**src/rtl/tlb_op_ctrl_pkg.sv**
```systemverilog
// Shared definitions for the TLB maintenance-op controller.
// Holds the op encodings, FSM state encoding and TLB sizing.
package tlb_op_ctrl_pkg;

    localparam int TLB_NUM   = 16;
    localparam int TLB_IDX_W = $clog2(TLB_NUM);

    typedef enum logic [1:0] {
        OP_TLBP  = 2'b00,
        OP_TLBR  = 2'b01,
        OP_TLBWI = 2'b10,
        OP_TLBWR = 2'b11
    } tlb_op_e;

    typedef enum logic [2:0] {
        ST_IDLE    = 3'd0,
        ST_SEARCH  = 3'd1,
        ST_PWAIT   = 3'd2,
        ST_READ    = 3'd3,
        ST_RWAIT   = 3'd4,
        ST_WRITE   = 3'd5,
        ST_REFETCH = 3'd6
    } tlb_state_e;

    // Where fetch restarts after the op: branch target in a
    // delay slot, otherwise the next sequential instruction.
    function automatic logic [31:0] redirect_pc(
        input logic        bd,
        input logic [31:0] pc,
        input logic [31:0] target
    );
        return bd ? target : (pc + 32'd4);
    endfunction

endpackage

```
**src/rtl/tlb_op_ctrl.sv**
```systemverilog
// TLB maintenance-op sequencer: tlbp/tlbr/tlbwi/tlbwr from M1,
// drives TLB ports and CP0 strobes, then redirects fetch.
module tlb_op_ctrl
    import tlb_op_ctrl_pkg::*;
#(
    parameter  int TLBNUM = TLB_NUM,
    localparam int IDX_W  = $clog2(TLBNUM)
) (
    input  logic             clk,
    input  logic             reset,
    input  logic             op_valid,
    input  logic [1:0]       op_type,
    input  logic [31:0]      op_pc,
    input  logic             op_bd,
    input  logic [31:0]      op_target,
    input  logic             m1s_ex,
    output logic             op_ready,
    output logic             stall,
    input  logic [IDX_W-1:0] cp0_index,
    input  logic [IDX_W-1:0] cp0_random,
    output logic             tlb_s_req,
    input  logic             tlb_s_found,
    input  logic [IDX_W-1:0] tlb_s_index,
    output logic [IDX_W-1:0] tlb_r_index,
    output logic             tlb_we,
    output logic [IDX_W-1:0] tlb_w_index,
    output logic             inst_tlbp,
    output logic             inst_tlbr,
    output logic             refetch_valid,
    output logic [31:0]      refetch_pc,
    input  logic             refetch_ready
);

    tlb_state_e       state_q;
    tlb_state_e       state_d;
    tlb_op_e          op_q;
    logic             bd_q;
    logic [31:0]      pc_q;
    logic [IDX_W-1:0] rand_q;
    logic             accept;
    logic             unused_sink;

    // Search results and the bd flag go straight to CP0 / are
    // kept for debug only; they are not consumed by this block.
    assign unused_sink = ^{tlb_s_found, tlb_s_index, bd_q};

    // An op is taken only in IDLE and never while M1 excepts.
    assign accept = (state_q == ST_IDLE) & op_valid
                  & ~m1s_ex & ~reset;

    assign stall = (state_q != ST_IDLE) | (op_valid & ~m1s_ex);

    // The read port simply follows Index; only READ matters.
    assign tlb_r_index = cp0_index;
    assign tlb_w_index = (op_q == OP_TLBWR) ? rand_q : cp0_index;
    assign refetch_pc  = pc_q;

    // State register, cleared asynchronously.
    always_ff @(posedge clk or posedge reset) begin
        if (reset) begin
            state_q <= ST_IDLE;
        end else begin
            state_q <= state_d;
        end
    end

    // Capture op context at accept so later M1 changes are ignored.
    always_ff @(posedge clk or posedge reset) begin
        if (reset) begin
            op_q   <= OP_TLBP;
            bd_q   <= 1'b0;
            pc_q   <= 32'd0;
            rand_q <= '0;
        end else if (accept) begin
            op_q   <= tlb_op_e'(op_type);
            bd_q   <= op_bd;
            pc_q   <= redirect_pc(op_bd, op_pc, op_target);
            rand_q <= cp0_random;
        end
    end

    // Next-state and per-state strobes.
    always_comb begin
        state_d       = state_q;
        op_ready      = 1'b0;
        tlb_s_req     = 1'b0;
        tlb_we        = 1'b0;
        inst_tlbp     = 1'b0;
        inst_tlbr     = 1'b0;
        refetch_valid = 1'b0;
        unique case (state_q)
            ST_IDLE: begin
                if (accept) begin
                    op_ready = 1'b1;
                    unique case (tlb_op_e'(op_type))
                        OP_TLBP:  state_d = ST_SEARCH;
                        OP_TLBR:  state_d = ST_READ;
                        OP_TLBWI: state_d = ST_WRITE;
                        OP_TLBWR: state_d = ST_WRITE;
                        default:  state_d = ST_IDLE;
                    endcase
                end
            end
            ST_SEARCH: begin
                tlb_s_req = 1'b1;
                state_d   = ST_PWAIT;
            end
            ST_PWAIT: begin
                inst_tlbp = 1'b1;
                state_d   = ST_REFETCH;
            end
            ST_READ: begin
                state_d = ST_RWAIT;
            end
            ST_RWAIT: begin
                inst_tlbr = 1'b1;
                state_d   = ST_REFETCH;
            end
            ST_WRITE: begin
                tlb_we  = 1'b1;
                state_d = ST_REFETCH;
            end
            ST_REFETCH: begin
                refetch_valid = 1'b1;
                if (refetch_ready) begin
                    state_d = ST_IDLE;
                end
            end
            default: begin
                state_d = ST_IDLE;
            end
        endcase
    end

endmodule

```
**config.mk**
```make
export PLATFORM = sky130hd
export DESIGN_NAME = tlb_op_ctrl
export DESIGN_NICKNAME = d
export VERILOG_FILES = /design/src/rtl/tlb_op_ctrl_pkg.sv /design/src/rtl/tlb_op_ctrl.sv
export SDC_FILE = /design/constraint.sdc
export NUM_CORES = 1
export LEC_CHECK = 0
export CAP_MARGIN = 20
export CORE_UTILIZATION = 70
export CTS_BUF_LIST = sky130_fd_sc_hd__clkbuf_4
export DETAILED_ROUTE_END_ITERATION = 8
export DONT_BUFFER_PORTS = 1
export PLACE_DENSITY = 0.86
export SYNTH_ARGS = -nofsm -noshare
export SYNTH_HDL_FRONTEND = slang
export SYNTH_SLANG_ARGS = --single-unit
```
**constraint.sdc**
```tcl
create_clock -name clk -period 5.6 [get_ports clk]
set_clock_uncertainty 0.05 [all_clocks]
set_input_delay 0.84 -clock clk [delete_from_list [all_inputs] [get_ports clk]]
set_output_delay 0.84 -clock clk [all_outputs]
set_load 0.005 [all_outputs]
```
==> flow_summary.json, run 1 <==
{
  "status": "finished clean",
  "slew_viol_final": 0,
  "rows": 21,
  "reg2regPathDepth": 5,
  "hold_violations": 0,
  "synth_edf_count": 0,
  "syn_area_per_cell_um2": 8.455,
  "postCtsHoldBufs": 0,
  "end_kind": "flip-flop",
  "core_um2": 3390,
  "grt_start_max_net_pins": 42,
  "synth_top_area_share_pct": 40.86,
  "fin_util_pct": 74.97,
  "htreeDepth": 2,
  "dp_cells": 324,
  "relSlewSlack_pct": 39.16,
  "cp.arrival_ps": 3200,
  "crit_type": "flip-flop to flip-flop",
  "cts_tree": "done",
  "rsz0062_at_grt": "false",
  "cp.required_ps": 5800,
  "ir_drop_mv": 0.1511,
  "r2r_end": "refetch_pc[7]$_DFFE_PP0P_",
  "fmaxAchievable_mhz": 333.4,
  "finalWeightedCongestion": 0.8034,
  "die_w_um": 61.90,
  "leakage_uw": 0.001123,
  "first_iter_violations": 122,
  "cp-endpoint": "refetch_pc[7]$_DFFE_PP0P_",
  "root_buffer": "clkbuf_4",
  "worstPathMaxFanout": 31,
  "antenna_left": 0,
  "post_cts_resized": 0,
  "fp.dieArea_um2": 3831,
  "synth_nets": 383,
  "worstMarginPinSlew_ps": 911.5,
  "initial_core_util_pct": 74.09,
  "overflow": 0,
  "power_density_nw_per_um2": 354.3,
  "r2r_slack_ps": 2600,
  "final_cell_mix": "nand2_1 (45), dfrtp_1 (41), nor2_1 (24)",
  "synth_area_leaders": "dfrtp_1 (41%), nand2_1 (6.7%), xor2_1 (4.9%)",
  "wire_per_inst_um": 17.12,
  "viasPerCell": 6.434,
  "die_h_um": 61.90,
  "instances_no_fill": 332,
  "syn2layout_area_growth_pct": 1.196,
  "synth_cell_types": 42,
  "grt.total_usage_pct": 29.78,
  "period_needed_ps": 3000,
  "dr_total_vias": 2136,
  "finalCritPeriodShare_pct": 53.57,
  "drive_above_1_share_pct": 6.643,
  "async_flop_share_pct": 100.0,
  "holdWs_ps": 428.9,
  "clk_path_buf_depth": 2,
  "clock-sinks": 41,
  "setup_viol": 0,
  "synth-seq-cells": 41,
  "synth-main-ff-cell": "dfrtp_1",
  "clkLatencyLatePin_ps": 350,
  "critPathLaunch": "state_q[2]$_DFFE_PP0P_",
  "synth_cells": 297,
  "post-dp-hpwl_mm": 4.125,
  "first_pass_iters": 4,
  "n_antenna_cell": 0,
  "post_cts_buffers": 0,
  "antenna_found_initial": 0,
  "nets": 371,
  "drv_cap": 0,
  "routed_wl_mm": 5.683,
  "critPathLaunchType": "flip-flop",
  "ios": 132,
  "drcViolationCount": 0,
  "yosys.area.top_type": "dfrtp_1",
  "grt_pass1_vias": 1834,
  "cts_buffers": 5,
  "synth_area_um2": 2511,
  "layout_setup_ws_ps": 2600,
  "fin_setup_tns_ps": 0,
  "dp_slack_ps": 2344,
  "hp-class": "primary input to async pin",
  "portBuffers": 0,
  "r2r-start": "state_q[2]$_DFFE_PP0P_",
  "yosysSeqAreaShare_pct": 40.86,
  "grt_first_pass_wirelength_mm": 8.266,
  "ys_warn_count": 0,
  "path_clk_slew_ps": 130,
  "layout_commonest_cell": "nand2_1"
}
[power breakdown]
| part | leakage (uW) | switching [uW] | internal (uW) |
|---|---|---|---|
| clock | 0.0000354 | 97.4 | 52.8 |
| combinational | 0.000562 | 104 | 97.8 |
| sequential | 0.000525 | 114 | 433 |
[stage by stage]
step	instance area (um2)	power [uW]
6_report	2541	900.2
5_1_grt	2541	972.0
4_1_cts	2541	903.2
3_5_place_dp	2486	757.5
3_3_place_gp	2486	738.0
2_1_floorplan	2511	704.1
[layer usage]
layer / track usage (%) / routed length, um / up-vias
met5: 0 / 0 / -
met1: 37.30 / 2195 / 1014
met3: 10.14 / 542 / 9
li1: - / - / 1014
met2: 48.39 / 2866 / 99
met4: 10.16 / 78 / 0
[critical path, cell delays in order, from the launching register on]
cell and delay, ps:
dfrtp_1 470, nor3_1 550, nand2_1 540, inv_1 850, o21ai_0 170, o21ai_0 260
[worst min-delay path by stage]
stage,start,endpoint,slack [ps],cells past startpoint
3_3_place_gp,rand_q[2]$_DFFE_PP0P_,rand_q[2]$_DFFE_PP0P_,400,2
2_1_floorplan,rand_q[0]$_DFFE_PP0P_,rand_q[0]$_DFFE_PP0P_,390,2
5_1_grt,rand_q[3]$_DFFE_PP0P_,rand_q[3]$_DFFE_PP0P_,460,2
3_5_place_dp,rand_q[3]$_DFFE_PP0P_,rand_q[3]$_DFFE_PP0P_,410,2
4_1_cts,rand_q[3]$_DFFE_PP0P_,rand_q[3]$_DFFE_PP0P_,440,2
6_report,reset,refetch_pc[23]$_DFFE_PP0P_,430,2
[sequential cells by signal, indices dropped and copies added, names as in the netlist]
name,count
refetch_pc,32
op_q,2
rand_q,4
state_q,3
[cells in the mapped netlist (2+ instances only)]
cell type / instances
mux2i_1: 6
nor4_1: 3
dfrtp_1: 41
a31oi_1: 2
xor2_1: 14
and3b_1: 3
xnor2_1: 10
o22ai_1: 10
o21ai_0: 22
nor2_1: 24
and4_1: 2
buf_2: 3
nor3_1: 2
a21oi_1: 21
nand2_1: 45
nand3_1: 18
clkbuf_1: 14
nand4_1: 8
and3_1: 10
o211ai_1: 2
mux2_2: 4
nor3b_1: 5
buf_4: 4
inv_1: 6
[kinds of logic after synthesis]
logic type	Yosys count	share of synthesized area, %
simple gates	131	27.36
compound gates	62	13.80
flops	41	40.86
buf+inv	28	4.932
xor+xnor	24	8.371
mux	10	4.185
fa+ha+maj	1	0.4982
[cell type report]
class / instances / area, um2
clock buffers: 6 / 45.04
inverters: 7 / 26.28
multi-input cells: 228 / 1361
flip-flops and latches: 41 / 1026
clock inverters: 2 / 10.01
fillers: 277 / 848.3
well taps: 46 / 57.56
repair buffers: 2 / 15.01
No activity file was read; power rests on OpenSTA's default activity.
==> run 2: changes to the inputs <==
--- a/config.mk
+++ b/config.mk
@@ -6,11 +6,11 @@
 export NUM_CORES = 1
 export LEC_CHECK = 0
 export CAP_MARGIN = 20
-export CORE_UTILIZATION = 70
+export CORE_UTILIZATION = 59
 export CTS_BUF_LIST = sky130_fd_sc_hd__clkbuf_4
 export DETAILED_ROUTE_END_ITERATION = 8
 export DONT_BUFFER_PORTS = 1
-export PLACE_DENSITY = 0.86
+export PLACE_DENSITY = 0.78
 export SYNTH_ARGS = -nofsm -noshare
 export SYNTH_HDL_FRONTEND = slang
 export SYNTH_SLANG_ARGS = --single-unit
==> constraint.sdc (replaced) <==
create_clock -name clk -period 2.5 [get_ports clk]
set_clock_uncertainty 0.05 [all_clocks]
set_input_delay 0.375 -clock clk [delete_from_list [all_inputs] [get_ports clk]]
set_output_delay 0.375 -clock clk [all_outputs]
set_load 0.005 [all_outputs]
==> run 2 against run 1 <==
Sequential share of layout area down 1.3 points. Final area up 3.3%. Non-clock buffer count up 7. Critical path type is now flip-flop to output port.
==> flow_summary.json, run 2 (synthesized netlist as in run 1, its figures left out) <==
{
  "slowest_delay_ps": 490,
  "top_layer_used": "met4",
  "drive_above_1_share_pct": 8.191,
  "wire_per_inst_um": 17.62,
  "setup_viol": 0,
  "htreeDepth": 2,
  "clock-sinks": 41,
  "instances_no_fill": 343,
  "crit_buf_inv": 3,
  "hold_violations": 0,
  "rows": 23,
  "path_delay_family": "buffers and inverters",
  "grt_first_pass_wirelength_mm": 9.094,
  "die_h_um": 67.24,
  "critPathLaunchType": "flip-flop",
  "initial_core_util_pct": 61.89,
  "end_kind": "output port",
  "drv_cap": 0,
  "relSlewSlack_pct": 55.42,
  "crit_slowest_cell": "dfrtp_1",
  "routed_wl_mm": 6.042,
  "fin_util_pct": 64.69,
  "period_needed_ps": 2122,
  "post_cts_resized": 0,
  "n_antenna_cell": 0,
  "grt.total_usage_pct": 27.41,
  "finalWeightedCongestion": 0.7667,
  "postCtsHoldBufs": 1,
  "dr_wl_met3_um": 537,
  "root_buffer": "clkbuf_4",
  "post_cts_buffers": 0,
  "slew_viol_final": 0,
  "dr_wl_met2_mm": 2.849,
  "fin_setup_tns_ps": 0,
  "first_pass_iters": 4,
  "power_density_nw_per_um2": 808.0,
  "fmaxAchievable_mhz": 471.2,
  "portBuffers": 0,
  "cp_common_cell": "buf_4",
  "overflow": 0,
  "largest_reg_flops": 32,
  "syn2layout_area_growth_pct": 4.534,
  "finalCritPeriodShare_pct": 84.88,
  "dp_slack_ps": 566.3,
  "layout_commonest_cell": "nand2_1",
  "core_um2": 4058,
  "dp_cells": 334,
  "hp-class": "primary input to flip-flop",
  "cp.arrival_ps": 1700,
  "path_clk_slew_ps": 120,
  "drcViolationCount": 0,
  "crit_chain": "nor3_1 > buf_4 > nand2_1 > buf_4 > inv_1",
  "first_iter_violations": 80,
  "status": "finished clean",
  "worstMarginPinSlew_ps": 664.6,
  "cts_tree": "done",
  "grt_pass1_vias": 1945,
  "post-dp-hpwl_mm": 4.341,
  "crit_type": "flip-flop to output port",
  "layout_setup_ws_ps": 377.9,
  "worstPathMaxFanout": 50,
  "viasPerCell": 6.207,
  "rsz0062_at_grt": "false",
  "leakage_uw": 0.001165,
  "clkLatencyLatePin_ps": 350,
  "fp.dieArea_um2": 4521,
  "cp.required_ps": 2080,
  "antenna_left": 0,
  "die_w_um": 67.24,
  "ir_drop_mv": 0.3445,
  "ios": 132,
  "clk_path_buf_depth": 2,
  "grt_start_max_net_pins": 51,
  "antenna_found_initial": 0,
  "dr_total_vias": 2129,
  "cts_buffers": 5,
  "final_cell_mix": "nand2_1 (45), dfrtp_1 (41), nor2_1 (24)",
  "wl_met1_mm": 2.566,
  "nets": 378
}
run 2: layout make-up:
type                       count  area (um2)
fill                         375        1433
multi-input combinational    228        1361
sequential                    41        1026
timing repair buffer           9       70.07
tap                           50       62.56
clock buffer                   6       45.04
clock inverter                 2       33.78
inverter                       7       26.28
run 2: path summary, 6_finish.rpt:
| check | startpoint | end | slack (ps) | cells after the start |
|---|---|---|---|---|
| worst min register to register | rand_q[2]$_DFFE_PP0P_ | rand_q[2]$_DFFE_PP0P_ | 430 | 2 |
| max in group asynchronous | reset | refetch_pc[2]$_DFFE_PP0P_ | 1260 | 3 |
| worst max-delay path | state_q[1]$_DFFE_PP0P_ | op_ready | 380 | 5 |
| worst min-delay path | cp0_random[3] | rand_q[3]$_DFFE_PP0P_ | 70 | 2 |
| min in group asynchronous | reset | state_q[1]$_DFFE_PP0P_ | 430 | 2 |
| worst max register to register | state_q[2]$_DFFE_PP0P_ | refetch_pc[14]$_DFFE_PP0P_ | 600 | 7 |
run 2: metrics by stage:
step / power [uW] / instance area [um2] / hold WS [ps]
after global placement: 1670 / 2536 / 250.9
after floorplan: 1577 / 2511 / 391.7
final: 2121 / 2625 / 68.86
after CTS: 2132 / 2625 / 63.84
after global routing: 2292 / 2625 / 55.59
after detailed placement: 1708 / 2536 / 250.3
run 2: metal layers:
layer / global-route usage (%) / up-vias
li1: - / 1027
met1: 35.15 / 994
met2: 43.50 / 100
met3: 8.784 / 8
met4: 9.043 / 0
met5: 0 / -
run 2: report_power, final:
part           switching [uW]  leakage [uW]  internal, uW
Combinational             239      0.000596           229
Sequential                254      0.000525           970
Clock                     210     0.0000433           219
